==> src/rtl/router_pkt_source.sv <==
// router_pkt_source: buffers one complete client packet, then streams header, payload
// and XOR parity to the router input port. Optional feature macro: ROUTER_SRC_ERR_INJ_EN.
module router_pkt_source #(
  parameter int GAP_CYCLES = 2,
  parameter int MAX_LEN    = 63
) (
  input  logic       clock,
  input  logic       reset,
  input  logic       cmd_valid,
  output logic       cmd_ready,
  input  logic [1:0] cmd_addr,
  input  logic [5:0] cmd_len,
  output logic       cmd_err,
  input  logic       pld_valid,
  output logic       pld_ready,
  input  logic [7:0] pld_data,
  output logic [7:0] data_out,
  output logic       pkt_valid,
  input  logic       busy,
  output logic       tx_active,
  output logic       pkt_done,
`ifdef ROUTER_SRC_ERR_INJ_EN
  input  logic       inject_err,
`endif
  output logic [2:0] state_dbg
);

  // Handshakes: a transfer happens at a rising edge where valid and ready are both 1
  // (router side: where busy is 0 while a byte is presented); valid never waits on ready.

  localparam int GW = (GAP_CYCLES > 1) ? $clog2(GAP_CYCLES + 1) : 1;

  typedef enum logic [2:0] {
    IDLE    = 3'd0,
    LOAD    = 3'd1,
    HEADER  = 3'd2,
    PAYLOAD = 3'd3,
    PARITY  = 3'd4,
    GAP     = 3'd5
  } state_t;

  state_t          state_q, state_d;
  logic [5:0]      len_q, len_d;
  logic [7:0]      hdr_q, hdr_d;
  logic [7:0]      parity_q, parity_d;
  logic            inj_q, inj_d;
  logic [5:0]      wr_idx_q, wr_idx_d;
  logic [5:0]      rd_idx_q, rd_idx_d;
  logic [GW-1:0]   gap_q, gap_d;
  logic [7:0]      data_q, data_d;
  logic            pv_q, pv_d;
  logic            err_q, err_d;
  logic            done_q, done_d;

  logic [7:0]      mem [0:MAX_LEN-1];
  logic            inj_in;
  logic [6:0]      len_ext;
  logic            cmd_ok;

`ifdef ROUTER_SRC_ERR_INJ_EN
  assign inj_in = inject_err;
`else
  assign inj_in = 1'b0;
`endif

  // Length is range-checked against the buffer depth, not only the field width.
  assign len_ext = {1'b0, cmd_len};
  assign cmd_ok  = (cmd_len != 6'd0) && (cmd_addr != 2'd3) && (len_ext <= 7'(MAX_LEN));

  always_comb begin
    state_d  = state_q;
    len_d    = len_q;
    hdr_d    = hdr_q;
    parity_d = parity_q;
    inj_d    = inj_q;
    wr_idx_d = wr_idx_q;
    rd_idx_d = rd_idx_q;
    gap_d    = gap_q;
    data_d   = data_q;
    pv_d     = pv_q;
    err_d    = 1'b0;
    done_d   = 1'b0;
    case (state_q)
      IDLE: begin
        if (cmd_valid) begin
          if (!cmd_ok) begin
            err_d = 1'b1;
          end else begin
            len_d    = cmd_len;
            hdr_d    = {cmd_len, cmd_addr};
            parity_d = {cmd_len, cmd_addr};
            inj_d    = inj_in;
            wr_idx_d = 6'd0;
            state_d  = LOAD;
          end
        end
      end
      LOAD: begin
        if (pld_valid) begin
          parity_d = parity_q ^ pld_data;
          wr_idx_d = wr_idx_q + 6'd1;
          if (wr_idx_q == len_q - 6'd1) begin
            data_d   = hdr_q;
            pv_d     = 1'b1;
            rd_idx_d = 6'd0;
            state_d  = HEADER;
          end
        end
      end
      HEADER: begin
        if (!busy) begin
          data_d   = mem[6'd0];
          rd_idx_d = 6'd1;
          state_d  = PAYLOAD;
        end
      end
      PAYLOAD: begin
        if (!busy) begin
          if (rd_idx_q < len_q) begin
            data_d   = mem[rd_idx_q];
            rd_idx_d = rd_idx_q + 6'd1;
          end else begin
            data_d  = parity_q ^ {8{inj_q}};
            pv_d    = 1'b0;
            state_d = PARITY;
          end
        end
      end
      PARITY: begin
        if (!busy) begin
          done_d  = 1'b1;
          data_d  = 8'd0;
          gap_d   = GW'(GAP_CYCLES);
          state_d = (GAP_CYCLES == 0) ? IDLE : GAP;
        end
      end
      GAP: begin
        if (gap_q <= GW'(1)) state_d = IDLE;
        else                 gap_d   = gap_q - GW'(1);
      end
      default: state_d = IDLE;
    endcase
  end

  always_ff @(posedge clock or posedge reset) begin
    if (reset) begin
      state_q  <= IDLE;
      len_q    <= 6'd0;
      hdr_q    <= 8'd0;
      parity_q <= 8'd0;
      inj_q    <= 1'b0;
      wr_idx_q <= 6'd0;
      rd_idx_q <= 6'd0;
      gap_q    <= '0;
      data_q   <= 8'd0;
      pv_q     <= 1'b0;
      err_q    <= 1'b0;
      done_q   <= 1'b0;
    end else begin
      state_q  <= state_d;
      len_q    <= len_d;
      hdr_q    <= hdr_d;
      parity_q <= parity_d;
      inj_q    <= inj_d;
      wr_idx_q <= wr_idx_d;
      rd_idx_q <= rd_idx_d;
      gap_q    <= gap_d;
      data_q   <= data_d;
      pv_q     <= pv_d;
      err_q    <= err_d;
      done_q   <= done_d;
    end
  end

  // Packet buffer keeps its contents across reset; only the indices are cleared.
  always_ff @(posedge clock) begin
    if (state_q == LOAD && pld_valid) mem[wr_idx_q] <= pld_data;
  end

  assign cmd_ready = (state_q == IDLE);
  assign pld_ready = (state_q == LOAD);
  assign tx_active = (state_q == HEADER) || (state_q == PAYLOAD) || (state_q == PARITY);
  assign data_out  = data_q;
  assign pkt_valid = pv_q;
  assign cmd_err   = err_q;
  assign pkt_done  = done_q;
  assign state_dbg = state_q;

endmodule

==> config.mk <==
export PLATFORM = sky130hd
export DESIGN_NAME = router_pkt_source
export DESIGN_NICKNAME = d
export VERILOG_FILES = /design/src/rtl/router_pkt_source.sv
export SDC_FILE = /design/constraint.sdc
export NUM_CORES = 1
export LEC_CHECK = 0
export CAP_MARGIN = 0
export CORE_ASPECT_RATIO = 1.4
export CORE_MARGIN = 5
export CORE_UTILIZATION = 45
export DETAILED_ROUTE_END_ITERATION = 10
export MAX_ROUTING_LAYER = met4
export PLACE_DENSITY_LB_ADDON = 0.08
export SLEW_MARGIN = 5
export SYNTH_ARGS = -nofsm -noshare
export SYNTH_HDL_FRONTEND = slang
export SYNTH_SLANG_ARGS = --single-unit
export TNS_END_PERCENT = 50
==> constraint.sdc <==
create_clock -name clock -period 7.86 [get_ports clock]
set_input_delay 1.572 -clock clock [delete_from_list [all_inputs] [get_ports clock]]
set_output_delay 1.572 -clock clock [all_outputs]
set_load 0.005 [all_outputs]
==> results.sh <==
export IMPL_outcome="finished, final reports clean"
export IMPL_cts_tree="done"
export IMPL_drc=0
export IMPL_vias=12050
export IMPL_diodes=0
export IMPL_post_place_ws_ns=3.787
export IMPL_cts_sinks=548
export IMPL_finalSetupTns_ns=0
export IMPL_cp_max_fo=28
export IMPL_wl_um=60630
export IMPL_gp_congestion=0.8854
export IMPL_synth_seq_cells=548
export IMPL_cts_buffers=53
export IMPL_skew_ns=0.01625
export IMPL_maxSlewHeadroom_pct=20.03
export IMPL_grt_max_degree=66
export IMPL_worst_setup_path_start_kind="register"
export IMPL_initial_core_util_pct=45.30
export IMPL_fin_crit_sh_pct=57.17
export IMPL_dr_pass1_iters=5
export IMPL_place_hpwl_um=38310
export IMPL_rows=97
export IMPL_clkTransAtPathRegs_ns=0.07
export IMPL_ir_drop_uv=210.9
export IMPL_yosysWarningCount=0
export IMPL_antenna_found_initial=0
export IMPL_post_synth_instance_area_um2=22600
export IMPL_core_area_um2=49880
export IMPL_ioPinCount=38
export IMPL_timing_final_max_slew_violations=0
export IMPL_finalHoldViolations=0
export IMPL_setup_viol=0
export IMPL_critPathMaxStageDelay_ns=0.66
export IMPL_track_usage_pct=22.85
export IMPL_rsz0062_at_grt="no"
export IMPL_crit_buf_inv=2
export IMPL_place_port_buffers=37
export IMPL_syn_to_final_growth_pct=12.06
export IMPL_crit_path_end_kind="output pin"
export IMPL_ys_seq_area_share_pct=71.85
export IMPL_synth_async_sr_flop_share_pct=8.029
export IMPL_fin_crit_ns=4.493
export IMPL_cp_cell_sequence="nor2_1, nand2_1, inv_1, clkdlybuf4s50_1"
export IMPL_drtAntennaViolNets=0
export IMPL_critPathTopFamily="buffers and inverters"
export IMPL_htree_levels=2
export IMPL_drv_cap=0
export IMPL_drt_iter0_markers=1011
export IMPL_final_nets=1380
export IMPL_synth_cell_types=71
export IMPL_critical_path_class="register to output pin"
export IMPL_die_area_um2=54860
export IMPL_via_per_inst=5.923
export IMPL_syn_nets=1339
export IMPL_overflow=0
export IMPL_final_common_cell="edfxtp_1"
export IMPL_leakagePower_nw=7.864
export IMPL_synth_edf_count=504
export IMPL_tightest_slew_ns=1.169
export IMPL_setup_ws_ns=3.367
export IMPL_hold_buffers=0
export IMPL_crit_slowest_cell="dfrtp_1"
export IMPL_ctsResizeCount=0
export IMPL_die_y_um=275.1
export IMPL_cts_setup_buffers=0
export IMPL_cp_data_arrival_time_ns=2.92
export IMPL_syn_instance_count=1309
export IMPL_die_w_um=199.4
export IMPL_powerDensity_nw_per_um2=282.6
export IMPL_grt_pass1_vias=12350
export IMPL_grt_pass1_wl_um=87870
export IMPL_layout_drive_gt1_share_pct=17.53
export IMPL_worstPathRequired_ns=6.29
export IMPL_layout_common_cells="504 x edfxtp_1, 92 x mux4_2, 84 x nor2_1"
export IMPL_fmax_mhz=222.5
export IMPL_clk_path_buf_depth=3
export IMPL_min_path_type="register to register"
export IMPL_post_drt_wl_per_cell_um=29.80
export IMPL_synth_flop_cell="edfxtp_1"
export IMPL_cts_root_buf="clkbuf_16"
export IMPL_synth_area_per_cell_um2=17.26
export IMPL_clk_latency_ns=0.59
## per-stage QoR
stage	power [mW]	util, %	hold WS, ns	instances	area [µm²]
final	7.155	50.76	0.4967	2035	25320
after global routing	7.396	50.76	0.5318	2035	25320
after CTS	7.210	50.76	0.4961	2035	25320
after detailed placement	4.518	47.11	0.4790	1938	23500
after global placement	4.514	47.11	0.4875	1938	23500
after floorplan	4.100	-	0.4794	1309	22600
## synth_stat cells, types with 6 or more instances
master	n	area, µm²
o31ai_1	10	75.07
a22oi_1	35	262.8
or2_2	8	50.05
clkbuf_1	28	105.1
buf_2	20	100.1
o21ai_0	30	150.1
ha_1	9	112.6
nand2_1	58	217.7
a211oi_1	8	60.06
and2_1	7	43.79
xor2_1	6	52.55
nand3_1	37	185.2
nor3_1	8	40.04
a22o_1	7	61.31
mux2i_1	79	790.8
dfrtp_1	44	1101
nor2b_1	16	100.1
edfxtp_1	504	15130
mux2_2	14	157.7
mux4_2	92	2072
inv_1	18	67.56
nand3b_1	6	45.04
buf_4	11	82.58
buf_6	9	101.4
nand2b_1	17	106.4
a21oi_1	49	245.2
nor2_1	84	315.3
a31oi_1	9	56.30
## layer usage
metal  share of wire [%]  routed length [µm]  global-route usage (%)  up-vias
met4                 3.1                1870                   6.563        0
met2                  51               31130                   38.29      367
met5                   0                   0                       -        -
li1                    -                   -                       -     5302
met1                  41               24590                   29.45     6297
met3                 5.0                3038                   3.148       87
## path summary, 6_finish.rpt
check                             startpoint     endpoint  slack (ns)  depth (start not counted)
worst max-delay path            state_dbg[1]    pld_ready        3.37                          4
worst min-delay path               pkt_valid    pkt_valid        0.50                          1
worst max register to register   rd_idx_q[0]  data_out[0]        3.97                          6
worst min register to register     pkt_valid    pkt_valid        0.50                          1
max in group asynchronous              reset  rd_idx_q[2]        5.59                          2
min in group asynchronous              reset      cmd_err        1.51                          2
## report_power, final
group / internal, mW / total, mW / switching (mW)
combinational: 0.351 / 0.936 / 0.584
sequential: 3.35 / 3.52 / 0.173
clock: 1.60 / 2.70 / 1.10
## cell families (layout without fill, tap and decap cells)
family,count (synthesis),after routing,share of synthesized area (%)
flip-flops,548,548,71.85
adder cells (fa/ha/maj),9,9,0.4983
XOR/XNOR,10,10,0.3876
buffers and inverters,91,174,2.104
AND/OR/NAND/NOR,263,263,5.554
AO/OA/AOI/OAI,202,202,6.191
multiplexers,186,186,13.42
## state kept, by name, indices dropped and copies added, names as in the netlist
name and count:
wr_idx_q 6, len_q 6, parity_q 8, data_out 8, cmd_err 1, hdr_q 2
pkt_done 1, state_dbg 3, pkt_valid 1, gap_q 2, mem 504, rd_idx_q 6
## layout make-up
class	count	area, µm²
Clock buffer	60	1353
Multi-Input combinational cell	670	5886
Fill cell	4101	24560
Clock inverter	37	467.9
Sequential cell	548	16250
Timing Repair Buffer	59	495.5
Inverter	18	67.56
Tap cell	643	804.5
(Power assumes the default switching activity.)
